`src/rtl/ctrl_pkg.sv`:
```
// ctrl_pkg: shared opcodes, FSM state type, stack-pointer select encodings
// and the per-step control decode used by ctrl_sequencer.
package ctrl_pkg;

  localparam int STEP_W = 2;
  typedef logic [STEP_W-1:0] step_t;

  localparam logic [3:0] OP_LOAD   = 4'd0;
  localparam logic [3:0] OP_MOV    = 4'd1;
  localparam logic [3:0] OP_LDPC   = 4'd2;
  localparam logic [3:0] OP_BRANCH = 4'd3;
  localparam logic [3:0] OP_SUB    = 4'd4;
  localparam logic [3:0] OP_ADD    = 4'd5;
  localparam logic [3:0] OP_XOR    = 4'd6;
  localparam logic [3:0] OP_PUSH   = 4'd7;
  localparam logic [3:0] OP_POP    = 4'd8;
  localparam logic [3:0] OP_CALL   = 4'd9;
  localparam logic [3:0] OP_RET    = 4'd10;

  localparam logic [1:0] SP_HOLD = 2'b00;
  localparam logic [1:0] SP_INC  = 2'b01;
  localparam logic [1:0] SP_DEC  = 2'b10;

  typedef enum logic [1:0] {ST_IDLE, ST_FETCH, ST_DECODE, ST_EXEC} fsm_t;

  // Scalar controls plus the enables that feed the register one-hot decoders.
  typedef struct packed {
    logic       gin;
    logic       gout;
    logic       a_in;
    logic       addsub;
    logic       xorctrl;
    logic       pcin;
    logic       pcout;
    logic       pc_enable;
    logic       ctrl_out;
    logic       ram_addr_sel;
    logic       ram_out_ctrl;
    logic       wr_enable;
    logic       instr_enable;
    logic [1:0] sp_sel;
    logic       retire;
    logic       illegal;
    logic       rx_in;
    logic       rx_out;
    logic       ry_in;
    logic       ry_out;
    logic       sp_in;
  } ctrl_t;

  // Index of the final execute step; undefined opcodes finish in step 0.
  function automatic step_t last_step(input logic [3:0] op);
    case (op)
      OP_SUB, OP_ADD, OP_XOR, OP_PUSH, OP_POP: return step_t'(2);
      OP_CALL:                                 return step_t'(3);
      OP_RET:                                  return step_t'(1);
      default:                                 return step_t'(0);
    endcase
  endfunction

  // Steps that touch RAM and therefore may stall on mem_ready.
  function automatic logic is_mem_step(input logic [3:0] op, input step_t step);
    return ((op == OP_PUSH) || (op == OP_POP) || (op == OP_CALL) || (op == OP_RET))
           && (step == step_t'(1));
  endfunction

  // Moore decode of {state, step, opcode} into the control word.
  function automatic ctrl_t ctrl_decode(input fsm_t state, input step_t step, input logic [3:0] op);
    ctrl_t c;
    c = '0;
    case (state)
      ST_FETCH: begin
        c.ram_out_ctrl = 1'b1;
        c.instr_enable = 1'b1;
      end
      ST_EXEC: begin
        c.retire = (step == last_step(op));
        case (op)
          OP_LOAD:   if (step == 2'd0) begin c.ctrl_out = 1'b1; c.rx_in = 1'b1; c.pc_enable = 1'b1; end
          OP_MOV:    if (step == 2'd0) begin c.ry_out = 1'b1; c.rx_in = 1'b1; c.pc_enable = 1'b1; end
          OP_LDPC:   if (step == 2'd0) begin c.pcout = 1'b1; c.rx_in = 1'b1; c.pc_enable = 1'b1; end
          OP_BRANCH: if (step == 2'd0) begin c.rx_out = 1'b1; c.pcin = 1'b1; c.pc_enable = 1'b1; end
          OP_SUB, OP_ADD, OP_XOR: begin
            case (step)
              2'd0: begin c.rx_out = 1'b1; c.a_in = 1'b1; end
              2'd1: begin
                c.ry_out  = 1'b1;
                c.gin     = 1'b1;
                c.addsub  = (op == OP_SUB);
                c.xorctrl = (op == OP_XOR);
              end
              2'd2: begin c.gout = 1'b1; c.rx_in = 1'b1; c.pc_enable = 1'b1; end
              default: ;
            endcase
          end
          OP_PUSH: begin
            case (step)
              2'd0: c.ram_addr_sel = 1'b1;
              2'd1: begin c.rx_out = 1'b1; c.ram_addr_sel = 1'b1; c.wr_enable = 1'b1; end
              2'd2: begin c.sp_sel = SP_DEC; c.sp_in = 1'b1; c.pc_enable = 1'b1; end
              default: ;
            endcase
          end
          OP_POP: begin
            case (step)
              2'd0: begin c.sp_sel = SP_INC; c.sp_in = 1'b1; end
              2'd1: begin c.ram_addr_sel = 1'b1; c.ram_out_ctrl = 1'b1; c.rx_in = 1'b1; end
              2'd2: c.pc_enable = 1'b1;
              default: ;
            endcase
          end
          OP_CALL: begin
            case (step)
              2'd0: c.pc_enable = 1'b1;
              2'd1: begin c.pcout = 1'b1; c.ram_addr_sel = 1'b1; c.wr_enable = 1'b1; end
              2'd2: begin c.sp_sel = SP_DEC; c.sp_in = 1'b1; end
              2'd3: begin c.rx_out = 1'b1; c.pcin = 1'b1; c.pc_enable = 1'b1; end
              default: ;
            endcase
          end
          OP_RET: begin
            case (step)
              2'd0: begin c.sp_sel = SP_INC; c.sp_in = 1'b1; end
              2'd1: begin c.ram_addr_sel = 1'b1; c.ram_out_ctrl = 1'b1; c.pcin = 1'b1; c.pc_enable = 1'b1; end
              default: ;
            endcase
          end
          default: if (step == 2'd0) begin c.pc_enable = 1'b1; c.illegal = 1'b1; end
        endcase
      end
      default: ;
    endcase
    return c;
  endfunction

endpackage

```
`src/rtl/ctrl_sequencer_if.sv`:
```
// ctrl_sequencer_if: instruction/handshake inputs and datapath control
// outputs of the sequencer. master = sequencer side, slave = datapath side.
interface ctrl_sequencer_if #(
  parameter int DATA_W   = 16,
  parameter int NUM_REGS = 16
);
  logic                run;
  logic [DATA_W-1:0]   instr;
  logic                mem_ready;
  logic [NUM_REGS-1:0] rin;
  logic [NUM_REGS-1:0] rout;
  logic                gin, gout, a_in, addsub, xorctrl;
  logic                pcin, pcout, pc_enable;
  logic                ctrl_out, ram_addr_sel;
  logic                ram_out_ctrl, wr_enable, instr_enable;
  logic [1:0]          sp_sel;
  logic                retire, illegal, busy;

  modport master (
    input  run, instr, mem_ready,
    output rin, rout, gin, gout, a_in, addsub, xorctrl, pcin, pcout, pc_enable,
           ctrl_out, ram_addr_sel, ram_out_ctrl, wr_enable, instr_enable,
           sp_sel, retire, illegal, busy
  );

  modport slave (
    output run, instr, mem_ready,
    input  rin, rout, gin, gout, a_in, addsub, xorctrl, pcin, pcout, pc_enable,
           ctrl_out, ram_addr_sel, ram_out_ctrl, wr_enable, instr_enable,
           sp_sel, retire, illegal, busy
  );
endinterface

```
`src/rtl/reg_onehot_decode.sv`:
```
// reg_onehot_decode: register index to one-hot enable; indices beyond
// NUM_REGS produce no enable at all.
module reg_onehot_decode #(
  parameter int NUM_REGS  = 16,
  parameter int REG_IDX_W = 4
) (
  input  logic [REG_IDX_W-1:0] i_idx,
  input  logic                 i_en,
  output logic [NUM_REGS-1:0]  o_onehot
);

  // Compare against every legal register number; out-of-range indices match none.
  always_comb begin
    o_onehot = '0;
    for (int k = 0; k < NUM_REGS; k++) begin
      o_onehot[k] = i_en && (i_idx == REG_IDX_W'(k));
    end
  end

endmodule

```
`src/rtl/ctrl_sequencer.sv`:
```
// ctrl_sequencer: fetch/decode/execute micro-sequencer for the 16-bit CPU.
// Optional feature macro CTRL_MEM_WAIT_EN: when defined, FETCH and RAM steps
// stall on mem_ready; otherwise every memory step takes one cycle.
module ctrl_sequencer
  import ctrl_pkg::*;
#(
  parameter int DATA_W    = 16,
  parameter int NUM_REGS  = 16,
  parameter int REG_IDX_W = 4,
  parameter int SP_REG    = 15
) (
  input logic         clk,
  input logic         reset,
  ctrl_sequencer_if.master bus
);

  localparam logic [NUM_REGS-1:0] SP_MASK =
    (SP_REG < NUM_REGS) ? (NUM_REGS'(1) << SP_REG) : '0;

  logic [3:0]           w_instr_op;
  logic [REG_IDX_W-1:0] w_instr_rx, w_instr_ry;
  logic                 w_mem_ok;
  logic                 w_unused_bits;

  fsm_t                 r_state, w_state;
  step_t                r_step, w_step;
  logic [3:0]           r_op, w_op;
  logic [REG_IDX_W-1:0] r_rx, w_rx, r_ry, w_ry;
  ctrl_t                r_ctrl, w_ctrl;
  logic [NUM_REGS-1:0]  r_rin, r_rout, w_rin, w_rout;
  logic [NUM_REGS-1:0]  w_rx_in_oh, w_rx_out_oh, w_ry_in_oh, w_ry_out_oh;

  assign w_instr_op = bus.instr[DATA_W-1 -: 4];
  assign w_instr_rx = bus.instr[DATA_W-5 -: REG_IDX_W];
  assign w_instr_ry = bus.instr[DATA_W-5-REG_IDX_W -: REG_IDX_W];

  // Instruction bits below the ry field (and mem_ready in the no-wait build) are not decoded.
  assign w_unused_bits = ^{bus.instr, bus.mem_ready};

`ifdef CTRL_MEM_WAIT_EN
  assign w_mem_ok = bus.mem_ready;
`else
  assign w_mem_ok = 1'b1;
`endif

  // Next-state logic: a dropped run only takes effect on the last execute step.
  always_comb begin
    w_state = r_state;
    w_step  = r_step;
    w_op    = r_op;
    w_rx    = r_rx;
    w_ry    = r_ry;
    case (r_state)
      ST_IDLE:  if (bus.run) w_state = ST_FETCH;
      ST_FETCH: if (w_mem_ok) w_state = ST_DECODE;
      ST_DECODE: begin
        w_op    = w_instr_op;
        w_rx    = w_instr_rx;
        w_ry    = w_instr_ry;
        w_state = ST_EXEC;
        w_step  = '0;
      end
      ST_EXEC: begin
        if (!is_mem_step(r_op, r_step) || w_mem_ok) begin
          if (r_step == last_step(r_op)) begin
            w_state = bus.run ? ST_FETCH : ST_IDLE;
            w_step  = '0;
          end else begin
            w_step = r_step + step_t'(1);
          end
        end
      end
      default: w_state = ST_IDLE;
    endcase
  end

  assign w_ctrl = ctrl_decode(w_state, w_step, w_op);

  reg_onehot_decode #(.NUM_REGS(NUM_REGS), .REG_IDX_W(REG_IDX_W)) u_rx_in (
    .i_idx(w_rx), .i_en(w_ctrl.rx_in), .o_onehot(w_rx_in_oh));
  reg_onehot_decode #(.NUM_REGS(NUM_REGS), .REG_IDX_W(REG_IDX_W)) u_rx_out (
    .i_idx(w_rx), .i_en(w_ctrl.rx_out), .o_onehot(w_rx_out_oh));
  reg_onehot_decode #(.NUM_REGS(NUM_REGS), .REG_IDX_W(REG_IDX_W)) u_ry_in (
    .i_idx(w_ry), .i_en(w_ctrl.ry_in), .o_onehot(w_ry_in_oh));
  reg_onehot_decode #(.NUM_REGS(NUM_REGS), .REG_IDX_W(REG_IDX_W)) u_ry_out (
    .i_idx(w_ry), .i_en(w_ctrl.ry_out), .o_onehot(w_ry_out_oh));

  assign w_rin  = w_rx_in_oh | w_ry_in_oh | (w_ctrl.sp_in ? SP_MASK : '0);
  assign w_rout = w_rx_out_oh | w_ry_out_oh;

  // State register; outputs are the decode of the next state so they are registered yet still Moore.
  always_ff @(posedge clk) begin
    if (reset) begin
      r_state <= ST_IDLE;
      r_step  <= '0;
      r_op    <= '0;
      r_rx    <= '0;
      r_ry    <= '0;
      r_ctrl  <= '0;
      r_rin   <= '0;
      r_rout  <= '0;
    end else begin
      r_state <= w_state;
      r_step  <= w_step;
      r_op    <= w_op;
      r_rx    <= w_rx;
      r_ry    <= w_ry;
      r_ctrl  <= w_ctrl;
      r_rin   <= w_rin;
      r_rout  <= w_rout;
    end
  end

  assign bus.rin          = r_rin;
  assign bus.rout         = r_rout;
  assign bus.gin          = r_ctrl.gin;
  assign bus.gout         = r_ctrl.gout;
  assign bus.a_in         = r_ctrl.a_in;
  assign bus.addsub       = r_ctrl.addsub;
  assign bus.xorctrl      = r_ctrl.xorctrl;
  assign bus.pcin         = r_ctrl.pcin;
  assign bus.pcout        = r_ctrl.pcout;
  assign bus.pc_enable    = r_ctrl.pc_enable;
  assign bus.ctrl_out     = r_ctrl.ctrl_out;
  assign bus.ram_addr_sel = r_ctrl.ram_addr_sel;
  assign bus.ram_out_ctrl = r_ctrl.ram_out_ctrl;
  assign bus.wr_enable    = r_ctrl.wr_enable;
  assign bus.instr_enable = r_ctrl.instr_enable;
  assign bus.sp_sel       = r_ctrl.sp_sel;
  assign bus.retire       = r_ctrl.retire;
  assign bus.illegal      = r_ctrl.illegal;
  assign bus.busy         = (r_state != ST_IDLE);

endmodule

```
`src/flat_wrapper.sv`:
```
// flat-port wrapper written by rule: the top's interface ports become plain ports
module ctrl_sequencer_flat import ctrl_pkg::*;
#(
  parameter int DATA_W    = 16,
  parameter int NUM_REGS  = 16,
  parameter int REG_IDX_W = 4,
  parameter int SP_REG    = 15
)
  (clk, reset, bus_run, bus_instr, bus_mem_ready, bus_rin, bus_rout, bus_gin, bus_gout, bus_a_in, bus_addsub, bus_xorctrl, bus_pcin, bus_pcout, bus_pc_enable, bus_ctrl_out, bus_ram_addr_sel, bus_ram_out_ctrl, bus_wr_enable, bus_instr_enable, bus_sp_sel, bus_retire, bus_illegal, bus_busy);
  ctrl_sequencer_if #(.DATA_W(DATA_W), .NUM_REGS(NUM_REGS)) bus_i ();
  input logic clk;
  input logic reset;
  input wire logic [$bits(bus_i.run)-1:0] bus_run;
  input wire logic [$bits(bus_i.instr)-1:0] bus_instr;
  input wire logic [$bits(bus_i.mem_ready)-1:0] bus_mem_ready;
  output wire logic [$bits(bus_i.rin)-1:0] bus_rin;
  output wire logic [$bits(bus_i.rout)-1:0] bus_rout;
  output wire logic [$bits(bus_i.gin)-1:0] bus_gin;
  output wire logic [$bits(bus_i.gout)-1:0] bus_gout;
  output wire logic [$bits(bus_i.a_in)-1:0] bus_a_in;
  output wire logic [$bits(bus_i.addsub)-1:0] bus_addsub;
  output wire logic [$bits(bus_i.xorctrl)-1:0] bus_xorctrl;
  output wire logic [$bits(bus_i.pcin)-1:0] bus_pcin;
  output wire logic [$bits(bus_i.pcout)-1:0] bus_pcout;
  output wire logic [$bits(bus_i.pc_enable)-1:0] bus_pc_enable;
  output wire logic [$bits(bus_i.ctrl_out)-1:0] bus_ctrl_out;
  output wire logic [$bits(bus_i.ram_addr_sel)-1:0] bus_ram_addr_sel;
  output wire logic [$bits(bus_i.ram_out_ctrl)-1:0] bus_ram_out_ctrl;
  output wire logic [$bits(bus_i.wr_enable)-1:0] bus_wr_enable;
  output wire logic [$bits(bus_i.instr_enable)-1:0] bus_instr_enable;
  output wire logic [$bits(bus_i.sp_sel)-1:0] bus_sp_sel;
  output wire logic [$bits(bus_i.retire)-1:0] bus_retire;
  output wire logic [$bits(bus_i.illegal)-1:0] bus_illegal;
  output wire logic [$bits(bus_i.busy)-1:0] bus_busy;
  assign bus_i.run = bus_run;
  assign bus_i.instr = bus_instr;
  assign bus_i.mem_ready = bus_mem_ready;
  assign bus_rin = bus_i.rin;
  assign bus_rout = bus_i.rout;
  assign bus_gin = bus_i.gin;
  assign bus_gout = bus_i.gout;
  assign bus_a_in = bus_i.a_in;
  assign bus_addsub = bus_i.addsub;
  assign bus_xorctrl = bus_i.xorctrl;
  assign bus_pcin = bus_i.pcin;
  assign bus_pcout = bus_i.pcout;
  assign bus_pc_enable = bus_i.pc_enable;
  assign bus_ctrl_out = bus_i.ctrl_out;
  assign bus_ram_addr_sel = bus_i.ram_addr_sel;
  assign bus_ram_out_ctrl = bus_i.ram_out_ctrl;
  assign bus_wr_enable = bus_i.wr_enable;
  assign bus_instr_enable = bus_i.instr_enable;
  assign bus_sp_sel = bus_i.sp_sel;
  assign bus_retire = bus_i.retire;
  assign bus_illegal = bus_i.illegal;
  assign bus_busy = bus_i.busy;
  ctrl_sequencer #(.DATA_W(DATA_W), .NUM_REGS(NUM_REGS), .REG_IDX_W(REG_IDX_W), .SP_REG(SP_REG)) u_core (.clk(clk), .reset(reset), .bus(bus_i));
endmodule
```
`config.mk`:
```
export PLATFORM = sky130hd
export DESIGN_NAME = ctrl_sequencer_flat
export DESIGN_NICKNAME = d
export VERILOG_FILES = /design/src/rtl/ctrl_pkg.sv /design/src/rtl/ctrl_sequencer_if.sv /design/src/rtl/reg_onehot_decode.sv /design/src/rtl/ctrl_sequencer.sv /design/src/flat_wrapper.sv
export SDC_FILE = /design/constraint.sdc
export NUM_CORES = 1
export LEC_CHECK = 0
export CAP_MARGIN = 20
export CORE_UTILIZATION = 53
export CTS_CLUSTER_DIAMETER = 50
export DETAILED_ROUTE_END_ITERATION = 16
export MAX_ROUTING_LAYER = met4
export PLACE_DENSITY = 0.85
export SETUP_SLACK_MARGIN = 0.02
export SLEW_MARGIN = 0
export SYNTH_ARGS = -nofsm -noshare
export SYNTH_HDL_FRONTEND = slang
export SYNTH_SLANG_ARGS = --single-unit
```
`constraint.sdc`:
```
create_clock -name clk -period 7.15 [get_ports clk]
set_input_delay 1.43 -clock clk [delete_from_list [all_inputs] [get_ports clk]]
set_output_delay 1.43 -clock clk [all_outputs]
set_load 0.03 [all_outputs]
```
==> results of run 1 <==
## power groups by stage
stage / Sequential (uW) / Clock (uW) / Combinational, uW
after global routing: 381 / 290 / 129
final: 380 / 267 / 119
after detailed placement: 388 / 0 / 117
after floorplan: 389 / 0 / 82.0
after global placement: 387 / 0 / 115
after CTS: 380 / 268 / 118
## flip-flops by register name, indices dropped and copies added, names as in the netlist, 2 cells and up
| register | count |
|---|---|
| u_core.bus.rin | 16 |
| u_core.bus.rout | 16 |
| u_core.bus.sp_sel | 2 |
| u_core.r_op | 4 |
| u_core.r_rx | 4 |
| u_core.r_ry | 4 |
| u_core.r_state | 2 |
| u_core.r_step | 2 |
## metrics by stage
step	setup WS (ns)	cell area, um2
2_1_floorplan	4.23	2910
4_1_cts	3.46	3710
6_report	3.46	3710
3_5_place_dp	3.11	3540
3_3_place_gp	3.16	3540
5_1_grt	3.21	3710
## cell usage after synthesis, drive strengths merged, types with 2 or more instances
cell and instances:
nor2b 9, or4b 2, nand2 48, and3 4
nand4 8, a32oi 3, o31ai 4, buf 13
nor3b 2, mux2i 5, o32ai 10, a31o 3
a31oi 5, nor3 18, o21ai 6, inv 8
ha 4, clkbuf 8, nand2b 2, dfxtp 65
mux2 2, o211ai 2, nand3b 10, nor2 18
xor2 2, and2 7, a21oi 19, nand3 18
or3 2, o22ai 6
## cells by family (layout without fill, tap and decap cells)
group / count (synthesis) / after routing / share of synthesized area (%)
AOI/OAI and AO/OA: 65 / 65 / 17.4
xor gates and xnor gates: 3 / 3 / 0.905
adders and majority gates: 4 / 4 / 1.72
buffers and inverters: 29 / 89 / 4.52
DFF: 65 / 65 / 44.8
muxes: 7 / 7 / 3.06
and+or+nand+nor: 154 / 154 / 27.6
## cells in the final DEF, fill, tap and decap left out, types with 3 or more instances in the layout
cell / count
a21oi_1: 18
a31oi_1: 5
a32oi_1: 3
and2_1: 7
and3_1: 4
clkbuf_8: 9
clkdlybuf4s50_1: 64
clkinv_2: 3
dfxtp_1: 65
ha_1: 4
inv_1: 7
mux2i_1: 3
nand2_1: 47
nand3_1: 17
nand3b_1: 10
nand4_1: 8
nor2_1: 18
nor2b_1: 8
nor3_1: 18
o21ai_0: 5
o22ai_1: 6
o32ai_1: 8
## metal layers
metal  GRT usage (%)  up-vias  part of all wire (%)
met1            33.2     1241                    46
li1                -     1288                     -
met4            11.7        0                   2.3
met3            5.15       17                   5.5
met2            38.1      104                    46
met5               -        -                     0
## path summary, 6_finish.rpt
kind,from,to,depth (start not counted)
setup reg to reg,u_core.r_op[2],u_core.bus.rout[12],9
setup / recovery,reset,u_core.bus.rout[5],4
hold / removal,u_core.r_rx[1],u_core.r_rx[1],2
hold reg to reg,u_core.r_rx[1],u_core.r_rx[1],2
## layout make-up
cell class | count | area (um2) | share of cell area (%)
flip-flops and latches | 65 | 1300 | 35.0
clock inverters | 7 | 47.5 | 1.28
multi-input cells | 233 | 1480 | 39.7
inverters | 8 | 30.0 | 0.809
well taps | 70 | 87.6 | 2.36
repair buffers | 65 | 648 | 17.5
clock buffers | 9 | 124 | 3.34
## worst max-delay path: cells and delay by family
family	cells	cell delay [ns]
buf+inv	1	0.74
compound gates	1	0.54
simple gates	2	1.20
==> results by group, run 1 <==
Run status
  – Status: finished clean

Routing
  – DR vias: 2650
  – Drt drc: 0
  – Final wirelength: 6730 um
  – 1st-iter DRT viols: 287
  – Routed Antenna Nets: 0
  – DRT Pass-1 Iters: 5
  – Wire per inst: 14.7 um
  – DR vias/cell: 5.80

Critical path
  – CP max stage cell: clkdlybuf4s50_1
  – Worst path max stage delay: 0.74 ns
  – Critical Path RT: 7.38 ns
  – Startpoint Class: input pin
  – WP data arrival: 3.92 ns
  – R2r setup slk: 4.02 ns
  – CP Max Fanout: 31
  – Worst setup EP type: flip-flop
  – Cell Chain, Critical Path: clkdlybuf4s50_1, nor2b_1, nand2_1, o32ai_1
  – WS Path Type: input pin to flip-flop

Pwr
  – Clock network power share: 34.8%
  – Int Power: 538 uW
  – Combinational Power Share: 15.6%
  – Worst vdd ir: 0.137 mV
  – Sequential share of power: 49.6%
  – PD cells: 206 nW/um2
  – Lkg Pwr: 0.00129 uW
  – Tot Pwr: 766 uW
  – Switching pwr: 227 uW
  – Switching Share: 29.7%

Placement
  – Buffers on Ports: 64
  – RePlAce Congestion: 0.865
  – Hpwl dp: 4770 um
  – Dpl cells: 441

Clock network
  – Post_cts resized: 0
  – Clock buffer depth: 2
  – Root Driver: clkbuf_8
  – Clock buffer count from CTS: 9
  – Worst-path clk slew: 0.07 ns
  – Clk sinks: 65
  – Hold Buf Count CTS: 0
  – Number of post-CTS setup repair buffers: 0
  – H-tree Lvls: 3
  – CTS tree: built
  – Clk_lat worst skew: 0.34 ns

Floorplanning
  – Initial core utilization: 55.8%
  – DIE AREA: 5780 um2
  – Cell Rows: 26
  – Die height: 76.0 um
  – Die Width: 76.0 um
  – CORE AREA: 5200 um2
  – I/O pin count: 70

Final layout
  – Net count reported at finish: 406
  – # fillers: 431
  – Finished Layout Cells: 457
  – Area delta synth->final: 27.8%
  – Layout cells sized above 1: 9.30%
  – Post-layout util: 71.3%
  – # diodes: 0

Logic synthesis
  – Synth Warn #: 0
  – Cells after Synth: 327
  – Post-Syn Area: 2910 um2
  – Post-synth top area share: 44.8%
  – Post-synthesis sequential area ratio: 44.8%
  – Syn Nets: 351
  – Post-synth EDFFs: 0
  – Unique masters post-synth: 60
  – Ys flop type: dfxtp_1
  – Largest cells by area after synthesis: dfxtp_1 45%, nand2_1 6.1%, a21oi_1 3.1%, nor3_1 3.1%, nand3_1 2.9%
  – Yosys reg bits: 65
  – Area leader, netlist: dfxtp_1
  – Syn_area_per_cell: 8.88 um2
  – Ys async rst share: 0%

GRT
  – GRT Residual Overflow: 0
  – Largest net degree at the start of global routing: 32
  – Number of global-route vias before repair: 2305
  – First-pass GRT wire length: 11200 um
  – GRT Total Usage: 25.5%
  – Initial antenna violation count: 0

Hold path
  – HP Class: flip-flop to flip-flop

STA
  – RSZ-0062 raised after global routing: no
  – Setup TNS: 0 ns
  – Slew HR: 33.9%
  – Maximum clock frequency: 0.271 GHz
  – Final Hold Viols: 0
  – Final setup fails: 0
  – Fin crit share: 51.6%
  – Min Tclk post-route: 3.69 ns
  – Clock Skew: 0.00507 ns
  – Pins Over Slew Limit: 0
  – Hold slack: 0.497 ns
  – Worst Max-Slew Pin Slew: 0.989 ns

Run
  – Max-Cap Viols: 0
No activity file was read; power rests on OpenSTA's default activity.
==> run 2: changes to the inputs <==
--- a/config.mk
+++ b/config.mk
@@ -6,11 +6,11 @@
 export NUM_CORES = 1
 export LEC_CHECK = 0
 export CAP_MARGIN = 20
-export CORE_UTILIZATION = 53
+export CORE_UTILIZATION = 44
 export CTS_CLUSTER_DIAMETER = 50
 export DETAILED_ROUTE_END_ITERATION = 16
 export MAX_ROUTING_LAYER = met4
-export PLACE_DENSITY = 0.85
+export PLACE_DENSITY = 0.75
 export SETUP_SLACK_MARGIN = 0.02
 export SLEW_MARGIN = 0
 export SYNTH_ARGS = -nofsm -noshare
==> constraint.sdc (replaced) <==
create_clock -name clk -period 3.15 [get_ports clk]
set_input_delay 0.63 -clock clk [delete_from_list [all_inputs] [get_ports clk]]
set_output_delay 0.63 -clock clk [all_outputs]
set_load 0.03 [all_outputs]
==> results by group, run 2 (synthesis gave the netlist of run 1 again) <==
Final layout
  – Commonest cells after routing, fill and taps aside: 64 x clkdlybuf4s50_1, 64 x dfxtp_1, 47 x nand2_1 (was 65 x dfxtp_1, 64 x clkdlybuf4s50_1, 47 x nand2_1)
  – # fillers: 521 (was 431)
  – Area delta synth->final: 33.7% (was 27.8%)
  – Layout cells sized above 1: 12.4% (was 9.30%)
  – # diodes: 0 (unchanged)
  – Net count reported at finish: 415 (was 406)
  – Post-layout util: 61.2% (was 71.3%)
  – Finished Layout Cells: 473 (was 457)

Floorplanning
  – Die height: 83.3 um (was 76.0 um)
  – Initial core utilization: 45.8% (was 55.8%)
  – Die Width: 83.3 um (was 76.0 um)
  – CORE AREA: 6350 um2 (was 5200 um2)
  – DIE AREA: 6930 um2 (was 5780 um2)
  – I/O pin count: 70 (unchanged)
  – Cell Rows: 29 (was 26)

Run
  – Max-Cap Viols: 0 (unchanged)

Clock network
  – Root Driver: clkbuf_8 (unchanged)
  – Clock buffer depth: 2 (unchanged)
  – Clk sinks: 65 (unchanged)
  – Worst-path clk slew: 0.07 ns (about the same)
  – H-tree Lvls: 3 (unchanged)
  – Clk_lat worst skew: 0.36 ns (was 0.34 ns)
  – Clock buffer count from CTS: 9 (unchanged)
  – CTS tree: built (unchanged)

STA
  – Slew HR: 46.7% (was 33.9%)
  – Worst Max-Slew Pin Slew: 0.793 ns (was 0.989 ns)
  – Clock Skew: 0.00856 ns (was 0.00507 ns)
  – Setup TNS: 0 ns (unchanged)
  – Final setup fails: 0 (unchanged)
  – Fin crit share: 94.1%
  – Min Tclk post-route: 2.96 ns
  – Maximum clock frequency: 0.337 GHz
  – RSZ-0062 raised after global routing: no (unchanged)
  – Pins Over Slew Limit: 0 (unchanged)
  – Hold slack: 0.496 ns (was 0.497 ns)
  – Final Hold Viols: 0 (unchanged)

Routing
  – DR vias: 2715 (was 2650)
  – 1st-iter DRT viols: 256 (was 287)
  – Final wirelength: 7240 um (was 6730 um)
  – Drt drc: 0 (unchanged)
  – DRT Pass-1 Iters: 5 (unchanged)
  – DR vias/cell: 5.74 (was 5.80)
  – Routed Antenna Nets: 0 (unchanged)
  – Wire per inst: 15.3 um (was 14.7 um)

Pwr
  – Worst vdd ir: 0.315 mV (was 0.137 mV)
  – Int Power: 1480 uW (was 538 uW)
  – PD cells: 523 nW/um2 (was 206 nW/um2)
  – Sequential share of power: 42.1% (was 49.6%)
  – Tot Pwr: 2030 uW (was 766 uW)
  – Combinational Power Share: 14.3% (was 15.6%)
  – Lkg Pwr: 0.00137 uW (was 0.00129 uW)
  – Switching Share: 27.0% (was 29.7%)
  – Clock network power share: 43.6% (was 34.8%)
  – Switching pwr: 550 uW (was 227 uW)

Critical path
  – Worst Setup SP: u_core.r_op[1] (was reset)
  – Worst flop-to-flop path endpoint: u_core.bus.rout[12] (unchanged)
  – CP Max Fanout: 9 (was 31)
  – Critical Path RT: 3.43 ns (was 7.38 ns)
  – Worst setup endpoint: u_core.bus.rout[12] (was u_core.bus.rout[5])
  – WP data arrival: 3.24 ns (was 3.92 ns)
  – Reg2reg path depth: 9 (unchanged)
  – Worst setup EP type: flip-flop (unchanged)
  – R2r setup slk: 0.19 ns (was 4.02 ns)
  – WS Path Type: flip-flop to flip-flop (was input pin to flip-flop)
  – Startpoint Class: flip-flop (was input pin)
  – R2R Path Start: u_core.r_op[1] (was u_core.r_op[2])

GRT
  – GRT Residual Overflow: 0 (unchanged)
  – Largest net degree at the start of global routing: 32 (unchanged)
  – GRT Total Usage: 21.7% (was 25.5%)
  – First-pass GRT wire length: 11500 um (was 11200 um)
  – Initial antenna violation count: 0 (unchanged)
  – Number of global-route vias before repair: 2330 (was 2305)

Placement
  – Buffers on Ports: 64 (unchanged)
  – Dpl cells: 457 (was 441)
  – Hpwl dp: 5200 um (was 4770 um)
  – RePlAce Congestion: 0.922 (was 0.865)

Hold path
  – HP Class: flip-flop to flip-flop (unchanged)

Run status
  – Status: finished clean (unchanged)
run 2: changes by cell type in the layout (fill, tap and decap cells not counted):
cell and delta:
inv_6 +3, buf_4 +9, ha_4 +1, o22a_2 +1
dfxtp_1 -1, ha_1 -2, clkinvlp_4 -2, clkinv_2 -3
o22a_1 -1, dfxtp_2 +1, clkinv_4 -1, ha_2 +1
bufinv_16 +3
run 2: routing by layer:
layer | global-route usage [%] | wire (um) | part of all wire (%) | vias to the layer above
met5 | - | 0 | 0 | -
met4 | 8.46 | 97 | 1.3 | 0
met3 | 6.66 | 527 | 7.3 | 13
met2 | 31.1 | 3260 | 45 | 121
met1 | 28.7 | 3350 | 46 | 1281
li1 | - | - | - | 1300
run 2: worst min-delay path by stage:
stage,start,to,slack [ns],depth (start not counted)
2_1_floorplan,u_core.r_ry[0],u_core.r_ry[0],0.46,2
3_3_place_gp,u_core.r_ry[1],u_core.r_ry[1],0.48,2
3_5_place_dp,u_core.r_ry[0],u_core.r_ry[0],0.49,2
4_1_cts,u_core.r_ry[0],u_core.r_ry[0],0.50,2
5_1_grt,u_core.r_ry[0],u_core.r_ry[0],0.52,2
6_report,u_core.r_ry[0],u_core.r_ry[0],0.50,2
run 2: timing repair:
action | in CTS | in global routing
setup endpoints to repair | 0 | 27
hold buffers | 0 | 0
resized for setup | 0 | 5
buffers inserted | 0 | 0
run 2: through the flow:
| stage | area, um2 | setup slack (ns) |
|---|---|---|
| 2_1_floorplan | 2910 | 0.310 |
| 3_3_place_gp | 3620 | 0.220 |
| 3_5_place_dp | 3620 | 0.121 |
| 4_1_cts | 3870 | 0.0810 |
| 5_1_grt | 3880 | 0.00592 |
| 6_report | 3880 | 0.186 |
run 2: worst max-delay path: stages (launching register included):
cell      delay, ns
dfxtp_1        0.43
or3b_1         0.37
a21oi_1        0.26
nor4b_1        0.13
a311oi_4       0.44
ha_2           0.37
a32oi_1        0.09
nor2_1         0.26
nand4_1        0.28
o22ai_1        0.25
run 2: area by class of cell:
cell class | count | area (um2) | area share [%]
Clock buffer | 9 | 124 | 3.19
Tap cell | 77 | 96.3 | 2.48
Sequential cell | 65 | 1300 | 33.5
Timing Repair Buffer | 74 | 716 | 18.4
Clock inverter | 7 | 125 | 3.22
Inverter | 8 | 30.0 | 0.773
Multi-Input combinational cell | 233 | 1490 | 38.4
run 2: power groups by stage:
stage	logic [uW]	registers, uW	clock network, uW
after floorplan	186	884	0
after global placement	279	874	0
after detailed placement	284	875	0
after CTS	286	856	894
after global routing	315	859	941
final	291	856	886
